## config.mk

```make
export PLATFORM = sky130hd
export DESIGN_NAME = irq_controller
export DESIGN_NICKNAME = d
export VERILOG_FILES = /design/src/rtl/irq_controller.sv
export SDC_FILE = /design/constraint.sdc
export NUM_CORES = 1
export LEC_CHECK = 0
export ABC_AREA = 1
export CAP_MARGIN = 40
export CORE_ASPECT_RATIO = 1.2
export CORE_MARGIN = 2
export CORE_UTILIZATION = 34
export DETAILED_ROUTE_END_ITERATION = 16
export GPL_ROUTABILITY_DRIVEN = 0
export GPL_TIMING_DRIVEN = 0
export PLACE_DENSITY = 0.7
export SLEW_MARGIN = 40
export SYNTH_ARGS = -nofsm -noshare
export SYNTH_HDL_FRONTEND = slang
export SYNTH_SLANG_ARGS = --single-unit
```

## constraint.sdc

```tcl
create_clock -name clk -period 1 [get_ports clk]
set_input_delay 0.2 -clock clk [delete_from_list [all_inputs] [get_ports clk]]
set_output_delay 0.2 -clock clk [all_outputs]
set_load 0.05 [all_outputs]
```

## src/rtl/irq_controller.sv

```systemverilog
// Fixed-priority interrupt controller: latches edge/level requests, masks them, raises one registered
// request to the core and tracks a single in-flight trap through the ack/done handshake.
module irq_controller #(
    parameter int unsigned        NUM_IRQ   = 4,
    parameter int unsigned        ID_W      = 2,
    parameter logic [NUM_IRQ-1:0] EDGE_MODE = {NUM_IRQ{1'b1}}
) (
    input  logic               clk,
    input  logic               reset,
    input  logic [NUM_IRQ-1:0] irq_src,
    input  logic [NUM_IRQ-1:0] irq_enable,
    input  logic               irq_ack,
    input  logic               irq_done,
    output logic               intrrupt,
    output logic [ID_W-1:0]    irq_id,
    output logic [NUM_IRQ-1:0] irq_pending,
    output logic               irq_busy
);

    typedef enum logic [1:0] {
        IDLE    = 2'd0,
        ASSERT  = 2'd1,
        SERVICE = 2'd2
    } state_t;

    state_t             state_q;
    logic [NUM_IRQ-1:0] src_prev_q;
    logic [NUM_IRQ-1:0] pending_q;
    logic [NUM_IRQ-1:0] pending_d;
    logic               intr_q;
    logic [ID_W-1:0]    id_q;
    logic               busy_q;

    logic [NUM_IRQ-1:0] rise;
    logic [NUM_IRQ-1:0] eligible;
    logic [NUM_IRQ-1:0] ack_clr;
    logic [ID_W-1:0]    winner;
    logic               any_elig;
    logic               cur_elig;

    always_comb begin
        rise     = irq_src & ~src_prev_q;
        eligible = pending_q & irq_enable;
        any_elig = |eligible;

        // Scan downward so the lowest eligible index is the one left standing.
        winner = '0;
        for (int i = NUM_IRQ - 1; i >= 0; i--) begin
            if (eligible[i]) begin
                winner = ID_W'(i);
            end
        end

        cur_elig = 1'b0;
        ack_clr  = '0;
        for (int i = 0; i < NUM_IRQ; i++) begin
            if (id_q == ID_W'(i)) begin
                cur_elig   = eligible[i];
                ack_clr[i] = (state_q == ASSERT) && irq_ack && EDGE_MODE[i];
            end
        end

        // A fresh edge on the channel being acked keeps it pending.
        pending_d = '0;
        for (int i = 0; i < NUM_IRQ; i++) begin
            if (EDGE_MODE[i]) begin
                pending_d[i] = (pending_q[i] & ~ack_clr[i]) | rise[i];
            end else begin
                pending_d[i] = irq_src[i];
            end
        end
    end

    always_ff @(posedge clk) begin
        if (reset) begin
            state_q    <= IDLE;
            src_prev_q <= irq_src;
            pending_q  <= '0;
            intr_q     <= 1'b0;
            id_q       <= '0;
            busy_q     <= 1'b0;
        end else begin
            src_prev_q <= irq_src;
            pending_q  <= pending_d;
            case (state_q)
                IDLE: begin
                    if (any_elig) begin
                        id_q    <= winner;
                        intr_q  <= 1'b1;
                        state_q <= ASSERT;
                    end
                end
                ASSERT: begin
                    if (irq_ack) begin
                        intr_q  <= 1'b0;
                        busy_q  <= 1'b1;
                        state_q <= SERVICE;
                    end else if (!cur_elig) begin
                        intr_q  <= 1'b0;
                        state_q <= IDLE;
                    end
                end
                SERVICE: begin
                    if (irq_done) begin
                        busy_q  <= 1'b0;
                        state_q <= IDLE;
                    end
                end
                default: begin
                    intr_q  <= 1'b0;
                    busy_q  <= 1'b0;
                    state_q <= IDLE;
                end
            endcase
        end
    end

    assign intrrupt    = intr_q;
    assign irq_id      = id_q;
    assign irq_pending = pending_q;
    assign irq_busy    = busy_q;

endmodule

```

* After elaboration in Yosys (flattened, before gate mapping)
Cells that the tools add are included.
** Cells by class
- Equal/unequal tests :: 9
- Muxes and demuxes :: 24
- Bitwise logic cells :: 17
- Reductions and logical operators :: 8
** Operators with widths (count)
- $mux 2 :: 8
- $mux 1 :: 13
- $reduce_and 3->1 :: 3
- $and 4x4->4 :: 2
- $eq 2x2->1 const B :: 3
- $ne 2x2->1 const B :: 3
- $not 1->1 :: 6
- $pmux 1 s3 :: 2
- $pmux 2 s3 :: 1
- $and 1x1->1 :: 4
- $eq 2x1->1 const B :: 2
- $logic_not 2->1 :: 2
- $not 4->4 :: 1
- $or 1x1->1 :: 4
- $reduce_or 4->1 :: 1
- $ne 3x3->1 const B :: 1
- $reduce_and 2->1 :: 1
- $logic_and 1x1->1 :: 1
** Storage, ports and cells
- Bits of input ports :: 12
- Flip-flop bits (word level) :: 14
- Output and inout port bits :: 8
- Word-level logic and storage cells :: 64

* Logic depth before layout (Yosys ltp)
Gate-level depths: netlist of the first run.
- Word-level depth :: 8
- Gate-level depth with buffers :: 8
- Depth with buffers taken out :: 8

* Least setup slack after synthesis of the first run
Ideal clock, no wire load.
- Kind :: reg-to-reg
- Start point :: reg id_q[0], in the netlist irq_id[0]
- End point :: reg intr_q, in the netlist intrrupt
- Path slack :: -397 ps
- Cell stages (with the launch flop) :: 9
- Path buffers :: 0
- Data required time :: 932 ps
- Setup time :: 68 ps
- Data arrival time :: 1329 ps
- Clock period less this slack :: 1397 ps
- Path through :: dfxtp_1 -> inv_1 -> nand2_1 -> nor2_1 -> nor2_1 -> nand2_1 -> nand2_1 -> nand2_1 -> a21oi_2
** Between the ends
- Cells in the longest elaborated chain, start to end :: 7
- Elaborated cells on any way between the ends :: 10
- Those cells by class :: 4 x eq/ne; 4 x mux; 2 x reduce/logical
** Ends and longest elaborated chain
- start: declaration :: line 31 : logic [ID_W-1:0] id_q;
- start signal: assignment :: line 88 : id_q <= winner;
- $logic_not 2->1 :: line 57 : if (id_q == ID_W'(i)) begin
- $mux 1 (3 in series) :: line 57
- $mux 1 (*) :: line 57
- $ne 3x3->1 (no source line) (*)
- $reduce_and 3->1 (no source line) (*)
- end signal: assignment :: line 79 : intr_q <= 1'b0;
- end signal: assignment :: line 89 : intr_q <= 1'b1;
- end signal: assignment :: line 95 : intr_q <= 1'b0;
- end: declaration :: line 30 : logic intr_q;
Every way passes the cells marked *; elsewhere a longest branch is shown, timed or not.
A chain may end at the register's enable or synchronous reset.

* Worst setup path after layout of the first run
- Start point :: reg id_q[1], in the netlist irq_id[1]
- End point :: reg intr_q, in the netlist intrrupt
Same word-level chain as after synthesis.

==> flow_metrics.tcl, run 1 <==
set metrics [dict create \
    status "finished with violations" \
    violations "negative setup slack" \
    slew_headroom_pct 67.2 \
    crit_path_frequent_cell "nand2_1" \
    cts.sinks 14 \
    critPathArrivalTime_ns 1.22 \
    ys.flop_type "dfxtp_1" \
    drv_slew 0 \
    die_h_um 48.8 \
    finalSetupViolations 9 \
    drc 0 \
    wire_per_inst_um 10.9 \
    cts.htree.levels 1 \
    tns_ns -0.290 \
    end_kind "register" \
    syn_area_um2 568 \
    drt-initial-drc-count 7 \
    syn_nets 88 \
    reg2regPathDepth 7 \
    dp.cells 112 \
    yosys.cell_types.count 17 \
    nNetsFinal 114 \
    hold_class "in2reg" \
    clkTransAtPathRegs_ns 0.08 \
    die_width_um 41.3 \
    grt_pass1_wl_um 1970 \
    ys_warn_count 0 \
    cts_inserted_buffers 3 \
    synth_edf_count 0 \
    ys_seq_area_share_pct 49.3 \
    numPortBuffers 18 \
    cp.buffers_inverters 0 \
    finalNonFillerCells 119 \
    fill_cells 161 \
    fp-row-count 16 \
    drive_gt1_share_pct 48.5 \
    ioPinCount 20 \
    dr.pass1.iters 4 \
    finalCritPeriodShare_pct 107 \
    min_path_cells 2 \
    finalClockSkew_ns 0.00506 \
    r2r-start "irq_id[1]" \
    syn-mean-instance-area_um2 7.47 \
    setup_slack_ns -0.0666 \
    cts_buffer_depth 2 \
    coreArea_um2 1600 \
    cp.required_ns 1.15 \
    num_vias 569 \
    async_reset_ff_share_pct 0 \
    crit_family "simple AND/OR/NAND/NOR gates" \
    hold_viol_final 0 \
    grt_antenna_before_repair 0 \
    placedInstanceArea_um2 808 \
    period_minus_slack_ns 1.07 \
    clk_latency_ns 0.28 \
    antenna_left 0 \
    final_util_pct 60.5 \
    grt_overflow 0 \
    crit_path_cell_trace "nand2_1, nor2_1, nor2_2, nand2_2, nand2_1, nand2_1, a21oi_2" \
    fmax_mhz 938 \
    cap_violations 0 \
    drt-vias-per-instance 4.78 \
    max_stage_delay_ns 0.42 \
    hold_buffers 0 \
    crit_slowest_cell "dfxtp_4" \
    cts_tree "done" \
    pwr_density_cell_nw_per_um2 1450 \
    area_growth_pct 70.7 \
    cp-start-kind "register" \
    place_hpwl_um 884 \
    reg2reg_to "intrrupt" \
    grt_max_degree 11 \
    initial_core_util_pct 35.5 \
    crit_fanout 7 \
    antenna_cells 0 \
    syn_inst 76 \
    grt_pass1_vias 535 \
    pre_cts_slack_ns -0.404 \
    ys_ff_latch 14 \
    hold_start "reset" \
    cts_root_buffer "clkbuf_4" \
    rsz0062_at_grt "yes" \
    vdd_drop_max_mv 1.08 \
    critical_path_class "reg2reg" \
    tightest_slew_ns 0.493 \
    die-area_um2 2020 \
    holdPathEnd "state_q[0]" \
    r2r_setup_slack_ns -0.07 \
    p_leak_nw 0.447 \
    grt.total_usage_pct 14.3 \
    stdcell_area_um2 970 \
    wirelength_um 1290 \
]
[where the power goes]
| group | total [mW] | switching [mW] | internal, mW |
|---|---|---|---|
| logic | 0.427 | 0.236 | 0.191 |
| clock network | 0.322 | 0.177 | 0.145 |
| registers | 0.657 | 0.0561 | 0.601 |
[cell usage after synthesis, types with 2 or more instances]
cell type  instances  area share, %
o21ai_0            2            1.8
nand2_1           21             14
o21ai_1            3            2.6
nor2_1             7            4.6
o31ai_1            2            2.6
dfxtp_1           14             49
inv_1              9            5.9
a21oi_1            9            7.9
[area by class of cell]
cell class,count,area (um^2),share of cell area (%)
clock inverter,1,3.75,0.387
sequential,14,307,31.6
buffer,1,3.75,0.387
inverter,10,40.0,4.13
timing repair buffer,21,235,24.3
clock buffer,3,22.5,2.32
tap,18,22.5,2.32
multi-input combinational,51,335,34.6
[per-stage QoR]
stage	hold slack (ns)	power [mW]
5_1_grt	0.382	1.48
3_3_place_gp	0.459	0.986
6_report	0.333	1.41
3_5_place_dp	0.466	0.990
4_1_cts	0.338	1.38
2_1_floorplan	0.228	0.868
[how the worst max path moves through the flow]
| stage | to | from | cells after the start |
|---|---|---|---|
| floorplan | irq_id[0] | irq_pending[1] | 5 |
| global placement | irq_id[0] | irq_enable[1] | 6 |
| detailed placement | irq_id[0] | irq_enable[1] | 6 |
| CTS | irq_id[1] | irq_id[1] | 1 |
| global route | intrrupt | irq_id[1] | 7 |
| finish | intrrupt | irq_id[1] | 7 |
[layer usage]
metal	vias up	share of wire, %	global-route usage, %
met5	-	0	0
met4	0	2.4	7.53
met3	4	8.1	6.39
met2	22	50	21.1
met1	246	40	16.5
li1	297	-	-
[kinds of logic after synthesis]
group,after synthesis,synth area share (%)
compound gates,19,19.4
buf+inv,11,7.27
flops,14,49.3
simple gates,32,24.0
[state kept, by name (all words and copies together) (netlist names)]
register     cells
intrrupt         1
irq_busy         1
state_q          2
irq_pending      4
src_prev_q       4
irq_id           2
[timing repair]
item | in CTS | in global routing
setup buffers | 2 | 1
endpoints found under the setup margin | 14 | 14
gates resized for setup | 72 | 20
pin swaps | 5 | 6
[placed cells by master (no fill, tap or decap), types with 4 or more instances in the layout]
| cell | count |
|---|---|
| inv_1 | 5 |
| o21ai_1 | 4 |
| nand2_2 | 4 |
| inv_2 | 4 |
| dfxtp_4 | 6 |
| nand2_4 | 6 |
| buf_8 | 6 |
| dfxtp_1 | 5 |
| nand2_1 | 11 |
| a21oi_1 | 8 |
| nor2_2 | 5 |
| clkdlybuf4s50_1 | 7 |
No activity file was read; power rests on OpenSTA's default activity.
==> run 2, diff against run 1 <==
Settings changed: REMOVE_ABC_BUFFERS from default to 1.
==> flow_metrics.tcl, run 2 (synthesis gave the netlist of run 1 again) <==
set metrics [dict create \
    status "finished with violations" \
    violations "negative setup slack" \
    tns_ns -0.376 \
    multi_input_area_um2 292 \
    nNetsFinal 116 \
    grt_max_degree 11 \
    cap_violations 0 \
    tightest_slew_ns 0.409 \
    crit_family "buffers and inverters" \
    cts_inserted_buffers 3 \
    antenna_cells 0 \
    hold_viol_final 0 \
    drc 0 \
    grt_pass1_vias 526 \
    use_met3_pct 2.74 \
    cp.buffers_inverters 1 \
    die-area_um2 2020 \
    slew_headroom_pct 72.6 \
    seqCellArea_um2 304 \
    critPathCapture "intrrupt" \
    clk_latency_ns 0.28 \
    die_width_um 41.3 \
    grt_overflow 0 \
    die_h_um 48.8 \
    max_stage_delay_ns 0.50 \
    hold_class "in2reg" \
    grt_antenna_before_repair 0 \
    mostFrequentLayoutCells "nand2_1, clkdlybuf4s50_1, a21oi_1, inv_1, nand2_2" \
    wirelength_um 1310 \
    cts.htree.levels 1 \
    wire_per_inst_um 10.8 \
    reg2reg_to "irq_pending[1]" \
    pre_cts_slack_ns -0.507 \
    grt.total_usage_pct 15.3 \
    ioPinCount 20 \
    top_usage_layer "met2" \
    end_kind "register" \
    worstSetupStartpoint "irq_enable[0]" \
    cts_buffer_depth 2 \
    dr.pass1.iters 2 \
    fmax_mhz 934 \
    fp-row-count 16 \
    cts_tree "done" \
    place_hpwl_um 880 \
    hold_buffers 0 \
    drt-initial-drc-count 2 \
    finalSetupViolations 11 \
    numPortBuffers 19 \
    num_vias 582 \
    met1_usage_pct 20.7 \
    fill_cells 153 \
    cts.sinks 14 \
    final_util_pct 59.8 \
    area_growth_pct 68.5 \
    finalClockSkew_ns 0.00158 \
    min_path_cells 1 \
    coreArea_um2 1600 \
    finalNonFillerCells 121 \
    initial_core_util_pct 35.5 \
    r2r_setup_slack_ns -0.06 \
    reg2regPathDepth 5 \
    crit_path_frequent_cell "nand2_1" \
    layout_commonest_cell "nand2_1" \
    p_leak_nw 0.438 \
    period_minus_slack_ns 1.07 \
    r2r-start "state_q[0]" \
    cp-start-kind "primary input" \
    grt_pass1_wl_um 2120 \
    worstSetupPathDepth 9 \
    critical_path_class "in2reg" \
    rsz0062_at_grt "yes" \
    drive_gt1_share_pct 41.7 \
    setup_slack_ns -0.0711 \
    crit_fanout 3 \
    cts_root_buffer "clkbuf_4" \
    critPathArrivalTime_ns 1.28 \
    cp.required_ns 1.21 \
    antenna_left 0 \
    dp.cells 112 \
    drt-vias-per-instance 4.81 \
    drv_slew 0 \
    clkTransAtPathRegs_ns 0.08 \
    power_mw 1.48 \
    vdd_drop_max_mv 0.995 \
    grt_use_met2_pct 21.9 \
    pwr_density_cell_nw_per_um2 1550 \
    crit_path_cell_trace "clkdlybuf4s50_1, nand2_4, nand2_1, nand2_1, nor2_1, nand2_1, nand2_1, nand2_1, a21oi_2" \
    finalCritPeriodShare_pct 107 \
    crit_slowest_cell "clkdlybuf4s50_1" \
]
run 2: cell types whose count changed in the layout (fill, tap and decap cells not counted), sizes merged:
cell	change
clkinv	-1
buf	+2
dlygate4sd2	-2
clkdlybuf4s50	+4
dlymetal6s2s	-1
run 2: metal layers:
layer / up-vias / routed length [um]
met1: 260 / 556
met5: - / 0
li1: 302 / -
met2: 16 / 673
met3: 4 / 55
met4: 0 / 23
run 2: worst min-delay path by stage:
| stage | from | end | slack, ns |
|---|---|---|---|
| detailed placement | intrrupt | intrrupt | 0.46 |
| finish | irq_src[2] | src_prev_q[2] | 0.38 |
| CTS | irq_src[2] | src_prev_q[2] | 0.38 |
| global placement | intrrupt | intrrupt | 0.46 |
| global route | irq_src[1] | src_prev_q[1] | 0.39 |
| floorplan | irq_src[0] | src_prev_q[0] | 0.23 |
run 2: timing repair:
item	CTS	global route
cloned	0	0
pin swaps	4	10
buffers inserted	3	2
setup endpoints to repair	15	15
gates resized for setup	78	16
run 2: area by class of cell:
cell class / count / share of cell area, %
clock buffer: 4 / 3.79
inverter: 10 / 4.44
multi-input combinational: 51 / 30.5
sequential: 14 / 31.8
tap: 18 / 2.35
timing repair buffer: 24 / 27.2
run 2: per-stage QoR:
stage	instance area (um^2)	hold slack (ns)
after floorplan	564	0.228
after detailed placement	777	0.463
after global placement	777	0.457
final	957	0.384
after CTS	892	0.383
after global routing	957	0.385
run 2: power by group:
part,total [mW],leakage [nW],internal (mW),switching [mW]
clock,0.403,0.0210,0.221,0.182
combinational,0.418,0.296,0.195,0.222
sequential,0.658,0.121,0.603,0.0558
total,1.48,0.438,1.02,0.460
run 2: worst reg2reg max path, cell delays in order (launching register included):
cell and delay, ns:
dfxtp_4 0.37, inv_4 0.04, nor2_4 0.11, nand2_2 0.12
o31ai_1 0.21, a21oi_1 0.09
==> run 3, diff against run 2 <==
Settings changed: PLACE_DENSITY 0.7 to 0.67.
Clock period 1 ns to 1.1 ns, I/O delays scaled along.
==> flow_metrics.tcl, run 3 (synthesis gave the netlist of run 1 again) <==
set metrics [dict create \
    num_vias 554 \
    r2r-start "irq_id[0]" \
    tightest_slew_ns 0.425 \
    slew_headroom_pct 71.6 \
    drt-vias-per-instance 4.69 \
    nNetsFinal 113 \
    layout_commonest_cell "nand2_1" \
    cts_tree "done" \
    die-area_um2 2020 \
    cts_inserted_buffers 3 \
    coreArea_um2 1600 \
    drc 0 \
    fp-row-count 16 \
    placedInstanceArea_um2 777 \
    cp.required_ns 0.88 \
    pre_cts_slack_ns -0.434 \
    rsz0062_at_grt "yes" \
    antenna_left 0 \
    wirelength_um 1320 \
    power_mw 1.31 \
    ioPinCount 20 \
    antenna_cells 0 \
    area_growth_pct 56.6 \
    numPortBuffers 19 \
    dr.pass1.iters 6 \
    mostFrequentLayoutCells "nand2_1, a21oi_1, clkdlybuf4s50_1, inv_1, dfxtp_1" \
    crit_path_cell_trace "buf_6" \
    crit_family "flip-flops" \
    finalSetupViolations 0 \
    p_leak_nw 0.414 \
    cts_root_buffer "clkbuf_4" \
    finalClockSkew_ns 0.00422 \
    cts_buffer_depth 2 \
    cp-start-kind "register" \
    hold_class "in2reg" \
    clkTransAtPathRegs_ns 0.09 \
    cap_violations 0 \
    cp.buffers_inverters 1 \
    setup_slack_ns 0.0000330 \
    drt-initial-drc-count 10 \
    critical_path_class "reg2out" \
    final_util_pct 55.5 \
    stdcell_area_um2 890 \
    grt_max_degree 11 \
    drv_slew 0 \
    period_minus_slack_ns 1.10 \
    finalCritPeriodShare_pct 100 \
    status "finished clean" \
    r2r_setup_slack_ns 0.04 \
    hold_start "irq_enable[0]" \
    cts.sinks 14 \
    max_stage_delay_ns 0.42 \
    pwr_density_cell_nw_per_um2 1470 \
    grt_overflow 0 \
    drive_gt1_share_pct 39.0 \
    fill_cells 173 \
    grt_antenna_before_repair 0 \
    worstSetupStartpoint "irq_id[1]" \
    crit_slowest_cell "dfxtp_4" \
    crit_fanout 8 \
    initial_core_util_pct 35.5 \
    die_width_um 41.3 \
    grt.total_usage_pct 14.8 \
    place_hpwl_um 915 \
    holdWs_ns 0.343 \
    end_kind "primary output" \
    critPathArrivalTime_ns 0.88 \
    vdd_drop_max_mv 0.738 \
    grt_pass1_vias 510 \
    clk_latency_ns 0.29 \
    grt_pass1_wl_um 2050 \
    fmax_mhz 909 \
    wire_per_inst_um 11.2 \
    die_h_um 48.8 \
    cts.htree.levels 1 \
    hold_viol_final 0 \
]
==> run 3: cell types whose count changed in the layout (fill, tap and decap cells not counted), sizes merged <==
| cell | before | now |
|---|---|---|
| buf | 13 | 10 |
| dlymetal6s2s | 0 | 2 |
| clkdlybuf4s50 | 11 | 9 |
==> run 3: cell type report <==
cell class                      count  area [um^2]  share of cell area, %
Inverter                           10         37.5                   4.22
Tap cell                           18         22.5                   2.53
Sequential cell                    14          294                   33.1
Clock buffer                        4         36.3                   4.08
Timing Repair Buffer               21          205                   23.1
Multi-Input combinational cell     51          294                   33.1
==> run 3: per-stage QoR <==
stage	setup TNS, ns	cells
after global placement	-4.10	112
after detailed placement	-4.18	112
after floorplan	-1.09	75
after CTS	-0.00103	117
after global routing	-0.173	118
final	0	118
==> run 3: what timing repair did <==
| action | CTS | global route |
|---|---|---|
| endpoints found under the setup margin | 12 | 9 |
| hold buffers | 0 | 0 |
| buffers inserted | 1 | 1 |
| resized for setup | 54 | 25 |
| pin swaps | 1 | 7 |
==> run 3: worst paths after layout <==
| path | depth (start not counted) | endpoint |
|---|---|---|
| min reg2reg | 3 | irq_pending[3] |
| max | 1 | irq_id[1] |
| max reg2reg | 8 | intrrupt |
| min | 4 | irq_id[1] |
==> run 3: power by group <==
group | internal, mW | switching, mW
clock | 0.202 | 0.173
combinational | 0.144 | 0.200
sequential | 0.549 | 0.0421
==> run 3: metal layers <==
layer	GRT usage, %	up-vias	part of all wire (%)
met5	0	-	0
met4	9.68	0	2.2
met3	4.11	4	4.9
met2	20.3	14	49
met1	19.5	241	44
li1	-	295	-
